===== src/rtl/ex_mem_buffer.sv =====
// rtl/ex_mem_buffer.sv - EX/MEM boundary stage: 2-entry skid buffer with flush and stall counter
// Head register drives MEM; skid register absorbs one beat while MEM back-pressures.
module ex_mem_buffer #(
    parameter int DATA_W = 32,
    parameter int REG_AW = 5,
    parameter int CNT_W  = 16
) (
    input  logic              clk_i,
    input  logic              rst_i,
    input  logic              flush_i,
    input  logic              valid_i,
    output logic              ready_o,
    input  logic [DATA_W-1:0] alu_result_i,
    input  logic [DATA_W-1:0] rs2_data_i,
    input  logic [REG_AW-1:0] rd_addr_i,
    input  logic              reg_write_i,
    input  logic              mem_read_i,
    input  logic              mem_write_i,
    input  logic              mem_to_reg_i,
    output logic              valid_o,
    input  logic              ready_i,
    output logic [DATA_W-1:0] alu_result_o,
    output logic [DATA_W-1:0] rs2_data_o,
    output logic [REG_AW-1:0] rd_addr_o,
    output logic              reg_write_o,
    output logic              mem_read_o,
    output logic              mem_write_o,
    output logic              mem_to_reg_o,
    output logic [CNT_W-1:0]  stall_cnt_o
);

    localparam int ENT_W = 2*DATA_W + REG_AW + 4;

    typedef enum logic [1:0] {
        S_EMPTY = 2'd0,
        S_ONE   = 2'd1,
        S_TWO   = 2'd2
    } state_t;

    state_t             r_state;
    state_t             w_state_nxt;
    logic [ENT_W-1:0]   r_head;
    logic [ENT_W-1:0]   r_skid;
    logic [CNT_W-1:0]   r_stall_cnt;
    logic [ENT_W-1:0]   w_in_ent;
    logic               w_in_fire;
    logic               w_out_fire;
    logic               w_load_head_in;
    logic               w_load_head_skid;
    logic               w_load_skid;
    logic               w_rw;
    logic               w_mr;
    logic               w_mw;
    logic               w_mtr;

    assign w_in_ent = {alu_result_i, rs2_data_i, rd_addr_i,
                       reg_write_i, mem_read_i, mem_write_i, mem_to_reg_i};

    // Handshake signals come from registered state only, never from ready_i/valid_i.
    assign valid_o    = (r_state != S_EMPTY);
    assign ready_o    = (r_state != S_TWO);
    assign w_in_fire  = valid_i & ready_o;
    assign w_out_fire = valid_o & ready_i;

    always_comb begin
        w_state_nxt      = r_state;
        w_load_head_in   = 1'b0;
        w_load_head_skid = 1'b0;
        w_load_skid      = 1'b0;
        case (r_state)
            S_EMPTY: begin
                if (w_in_fire) begin
                    w_load_head_in = 1'b1;
                    w_state_nxt    = S_ONE;
                end
            end
            S_ONE: begin
                if (w_in_fire && w_out_fire) begin
                    w_load_head_in = 1'b1;
                end else if (w_in_fire) begin
                    w_load_skid = 1'b1;
                    w_state_nxt = S_TWO;
                end else if (w_out_fire) begin
                    w_state_nxt = S_EMPTY;
                end
            end
            S_TWO: begin
                if (w_out_fire) begin
                    w_load_head_skid = 1'b1;
                    w_state_nxt      = S_ONE;
                end
            end
            default: w_state_nxt = S_EMPTY;
        endcase
    end

    // Flush overrides every handshake; the beat offered alongside it is dropped.
    always_ff @(posedge clk_i) begin
        if (rst_i || flush_i) begin
            r_state <= S_EMPTY;
            r_head  <= '0;
            r_skid  <= '0;
        end else begin
            r_state <= w_state_nxt;
            if (w_load_head_in) begin
                r_head <= w_in_ent;
            end else if (w_load_head_skid) begin
                r_head <= r_skid;
            end
            if (w_load_skid) begin
                r_skid <= w_in_ent;
            end
        end
    end

    always_ff @(posedge clk_i) begin
        if (rst_i) begin
            r_stall_cnt <= '0;
        end else if (valid_o && !ready_i && !(&r_stall_cnt)) begin
            r_stall_cnt <= r_stall_cnt + {{(CNT_W-1){1'b0}}, 1'b1};
        end
    end

    assign {alu_result_o, rs2_data_o, rd_addr_o, w_rw, w_mr, w_mw, w_mtr} = r_head;

    // An empty buffer must never present a write or load to MEM.
    assign reg_write_o  = w_rw  & valid_o;
    assign mem_read_o   = w_mr  & valid_o;
    assign mem_write_o  = w_mw  & valid_o;
    assign mem_to_reg_o = w_mtr & valid_o;
    assign stall_cnt_o  = r_stall_cnt;

endmodule


===== config.mk =====
export PLATFORM = sky130hd
export DESIGN_NAME = ex_mem_buffer
export DESIGN_NICKNAME = d
export VERILOG_FILES = /design/src/rtl/ex_mem_buffer.sv
export SDC_FILE = /design/constraint.sdc
export NUM_CORES = 1
export LEC_CHECK = 0
export ABC_AREA = 1
export BUFFER_PORTS_ARGS = -buffer_cell sky130_fd_sc_hd__buf_2
export CAP_MARGIN = 20
export CORE_AREA = 2 2 117 119
export CTS_BUF_LIST = sky130_fd_sc_hd__clkbuf_8 sky130_fd_sc_hd__clkbuf_16
export CTS_CLUSTER_SIZE = 14
export DETAILED_ROUTE_END_ITERATION = 12
export DIE_AREA = 0 0 119 121
export PLACE_DENSITY = 0.83
export SYNTH_ARGS = -nofsm -noshare
export SYNTH_HDL_FRONTEND = slang
export SYNTH_SLANG_ARGS = --single-unit

===== constraint.sdc =====
create_clock -name clk_i -period 4 [get_ports clk_i]
set_clock_uncertainty 0.15 [all_clocks]
set_input_delay 0.6 -clock clk_i [delete_from_list [all_inputs] [get_ports clk_i]]
set_output_delay 0.6 -clock clk_i [all_outputs]
set_load 0.02 [all_outputs]

## Word level (Yosys, flattened, before mapping)

Index checks and enable logic that the tools add are counted.

- Add/subtract/negate cells: 1
- Equality and inequality tests: 7
- Multiplexer cells: 15
- Bitwise logic cells: 6
- Reductions and logical operators: 11

Operators with widths:

| kind | count |
|---|---|
| $mux 73 | 2 |
| $add 16x1->16 const B | 1 |
| $reduce_and 16->1 | 1 |
| $mux 2 | 5 |
| $ne 2x2->1 const B | 4 |
| $and 1x1->1 | 6 |
| $mux 1 | 6 |
| $pmux 2 s3 | 1 |
| $reduce_and 4->1 | 1 |
| $reduce_bool 2->1 | 2 |
| $logic_and 1x1->1 | 3 |
| $ne 3x3->1 const B | 1 |
| $eq 2x1->1 const B | 1 |
| $eq 2x2->1 const B | 1 |
| $logic_not 1->1 | 2 |
| $logic_not 2->1 | 1 |
| $pmux 1 s2 | 1 |
| $logic_or 1x1->1 | 1 |

- Register bits after elaboration: 164
- Output and inout bits: 91

## Longest topological paths before layout

- Word-level depth: 6
- Mapped depth: 10
- Gate-level depth less buffers: 10

## Worst setup path after synthesis

Ideal clock, no wire load.

- Path type: register -> register
- Start: reg r_stall_cnt[0], in the netlist stall_cnt_o[0]
- End: reg r_stall_cnt[0], in the netlist stall_cnt_o[0]
- Arrival: 1.595 ns
- Data required time: 3.734 ns
- Path slack: 2.140 ns
- Cell stages (with the launch flop): 10
- Period minus slack after synthesis: 1.860 ns
- Cells stage by stage: dfxtp_1 -> ha_1 -> nand3_1 -> inv_2 -> nand2_1 -> nor2_1 -> nor2_4 -> buf_4 -> nor2_1 -> nor2_1

- Word-level cells in the longest chain between the ends: 3

Ends and longest elaborated chain:

| item | RTL line | source |
|---|---|---|
| start, declared | 44 | `logic [CNT_W-1:0] r_stall_cnt;` |
| start signal, assigned | 120 | `r_stall_cnt <= r_stall_cnt + {{(CNT_W-1){1'b0}}, 1'b1};` |
| branches (longest 3 deep; another with $add 16x1->16) | -- |  |

Parallel ways; which one is timed is not known.
A chain may end at the register's enable or synchronous reset.

## Worst setup path in the final report

- Start: reg r_state[0]
- End: reg r_head[32]

- Word-level cells in the longest chain between the ends: 6

Ends and longest elaborated chain:

| item | RTL line | source |
|---|---|---|
| start, declared | 40 | `state_t r_state;` |
| start signal, assigned | 104 | `r_state <= w_state_nxt;` |
| $ne 2x2->1 or $reduce_bool 2->1 (tied branches) | 61, 60 |  |
| $and 1x1->1, on equally long branches | 62, 63 |  |
| $logic_and 1x1->1 | 78 | `if (w_in_fire && w_out_fire) begin` |
| $mux 1 | 78 |  |
| $pmux 1 s2 | 70 | `case (r_state)` |
| $mux 73 or $reduce_bool 2->1 (tied branches) | -- |  |
| end signal, assigned | 106 | `r_head <= w_in_ent;` |
| end signal, assigned | 108 | `r_head <= r_skid;` |
| end, declared | 42 | `logic [ENT_W-1:0] r_head;` |

Several ways; a longest one is shown, not always the timed one.

==> reports/results.md <==
### Setup path
- **Required @ worst endpoint** 4.21 ns
- **type of the worst setup path** reg2reg
- **maximum fanout along the worst path** 49
- **Worst Reg-to-Reg Cells** 10
- **CP Capture Type** register
- **signal arrival time at the worst endpoint** 2.67 ns
- **kind of launch point of the worst setup path** register

### Clocking
- **Root Buffer Master** clkbuf_16
- **clock latency on the worst-skew pair** 0.42 ns
- **clock-pin slew reported for the worst setup and hold paths after clock tree synthesis** 0.06 ns
- **TritonCTS clock tree** built
- **clock tree buffer depth** 2
- **buffers inserted by post-CTS timing repair** 0
- **number of clock sinks seen by CTS** 164
- **number of buffers inserted by hold repair at cts** 0
- **post-cts repair resize count** 0
- **TritonCTS buffer count** 17
- **CTS H-tree lvls** 4

### Logic synthesis
- **Post-Syn Nets** 1,129
- **post-synthesis average cell area** 7.09 um^2
- **ranking of synthesized cells by area** dfxtp_1, nand2_1, buf_4, nand3_1, nor2_1
- **combined area of all synthesized cells** 0.00745 mm^2
- **area share of the largest cell type after synthesis** 0.441
- **register bit count reported by yosys** 164
- **share of synthesized area occupied by flip-flops and latches** 0.441
- **Gate Count Post-Synth** 1,050
- **number of distinct library cells after synthesis** 22
- **Synth Warn #** 0
- **top cell type by total area after synthesis** dfxtp_1

### Min path
- **worst min-delay path category** in2reg
- **Worst Hold Path Cells** 3

### Floorplanning
- **placeable core region** 0.0131 mm^2
- **starting utilization of the core area** 0.569
- **height of the die** 121 um
- **number of rows created at floorplan** 42
- **Die Area** 0.0144 mm^2
- **number of placed I/O pins** 169
- **die width** 119 um

### Cells and area
- **# diodes** 0
- **synthesis-to-layout area growth** 12.1%
- **area taken by multi-input logic gates** 0.00300 mm^2
- **most frequent standard cell in the layout excluding fill and tap cells** nand2_1
- **ratio of cells with drive above 1 in the final layout** 0.194
- **final net count** 1,193
- **number of filler cells placed in the layout** 1,178
- **Storage cell area** 0.00328 mm^2
- **most frequent cells in the layout** nand2_1, buf_2, dfxtp_1, nor2_1, nand3_1

### STA
- **pin slew with the least headroom to its limit** 0.994 ns
- **final hold violation count** 0
- **unrepaired setup endpoints after global routing** no
- **Slew Limit Headroom** 0.338
- **sum of negative setup slack** 0 ns
- **post-layout minimum cycle time** 2.46 ns
- **Slew Limit Fails** 0
- **# setup viols final** 0
- **Tcrit/Tclk final** 0.614
- **FMAX** 0.407 GHz

### Detailed routing
- **routed via count** 6,718
- **routed wirelength normalized by instance count** 13.1 um
- **Pre-antenna DRT Iters** 5
- **Vias per Instance** 5.17
- **wire length after detailed routing** 17.1 mm
- **DRC violation count after routing** 0
- **number of routed nets with antenna violations** 0
- **number of DRC markers after the initial detailed-route iteration** 640

### Global routing
- **pin count of the biggest net entering global routing** 125
- **overall track demand over capacity in global routing** 0.237
- **global route total overflow** 0
- **global-route wire length before repair** 28.1 mm
- **number of global-route vias before repair** 6,057
- **antenna violations before repair** 0

### Pwr
- **worst voltage drop across the vdd grid** 0.000264 V
- **total leakage power** 0.00408 uW
- **power consumption** 3510 uW
- **Pwr Density** 421 mW/mm^2

### Run
- **maximum capacitance violations** 0

### Placement
- **count of input and output buffers** 168
- **Detailed Place HPWL** 10.5 mm
- **weighted congestion at the end of routability-driven global placement** 0.860

### Status
- **result of the run** finished, final reports clean

==> cell usage after synthesis, drive strengths merged <==
cell type / n
dfxtp: 164
o21ai: 80
nand2: 232
ha: 1
inv: 99
clkbuf: 32
nor3: 2
nor2: 139
nand4: 5
a31oi: 23
buf: 100
nand3: 103
a21oi: 38
o211ai: 26
xnor2: 4
xor2: 2
==> logic make-up (layout without fill, tap and decap cells) <==
| group | count (synthesis) | count (layout) | share of synthesized area |
|---|---|---|---|
| simple gates | 481 | 481 | 0.267 |
| fa+ha+maj | 1 | 1 | 0.00168 |
| flops | 164 | 164 | 0.441 |
| buf+inv | 231 | 305 | 0.158 |
| compound gates | 167 | 167 | 0.125 |
| xor+xnor | 6 | 6 | 0.00706 |
==> sequential cells by signal (all words and copies together) (netlist names) <==
signal,cells
r_head,73
r_skid,73
r_state,2
stall_cnt_o,16
==> critical path: stages (launching register included) <==
cell     delay [ns]
dfxtp_1        0.38
inv_2          0.08
nor2_4         0.12
nor2_4         0.05
buf_4          0.29
nor2_4         0.61
buf_4          0.41
nand2_1        0.09
nand3_1        0.09
nand2_1        0.06
inv_1          0.07
==> power by group <==
part           internal [uW]  total, uW  switching [uW]
clock network            927       1530             603
registers               1670       1690            18.2
logic                   98.0        296             198
==> area by class of cell <==
cell class,instances,share of cell area
Inverter,99,0.0445
Timing Repair Buffer,177,0.110
Sequential cell,164,0.393
Tap cell,176,0.0264
Clock buffer,19,0.0543
Multi-Input combinational cell,655,0.360
Clock inverter,10,0.0114
==> metrics by stage <==
step / area [um^2] / utilization / worst slack, ns / hold WS, ns / cells
after global routing: 8350 / 0.638 / 1.33 / 0.263 / 1300
after CTS: 8330 / 0.636 / 1.50 / 0.258 / 1299
final: 8350 / 0.638 / 1.54 / 0.274 / 1300
after detailed placement: 7780 / 0.594 / 1.19 / 0.327 / 1270
after global placement: 7780 / 0.594 / 1.22 / 0.325 / 1270
after floorplan: 7450 / - / 2.14 / 0.312 / 1050
==> layer usage <==
metal	share of wire	wire (um)	GRT usage
met1	0.45	7760	0.303
met2	0.47	8040	0.393
met3	0.057	976	0.0531
met4	0.017	285	0.0900
met5	0	0	0
==> worst paths after layout <==
| kind | to | startpoint | slack (ns) |
|---|---|---|---|
| max | r_head[32] | r_state[0] | 1.54 |
| max reg2reg | r_head[32] | r_state[0] | 1.54 |
| min reg2reg | r_head[43] | r_head[43] | 0.33 |
| min | r_skid[0] | mem_to_reg_i | 0.27 |
Power figures use the tool's default switching activity.
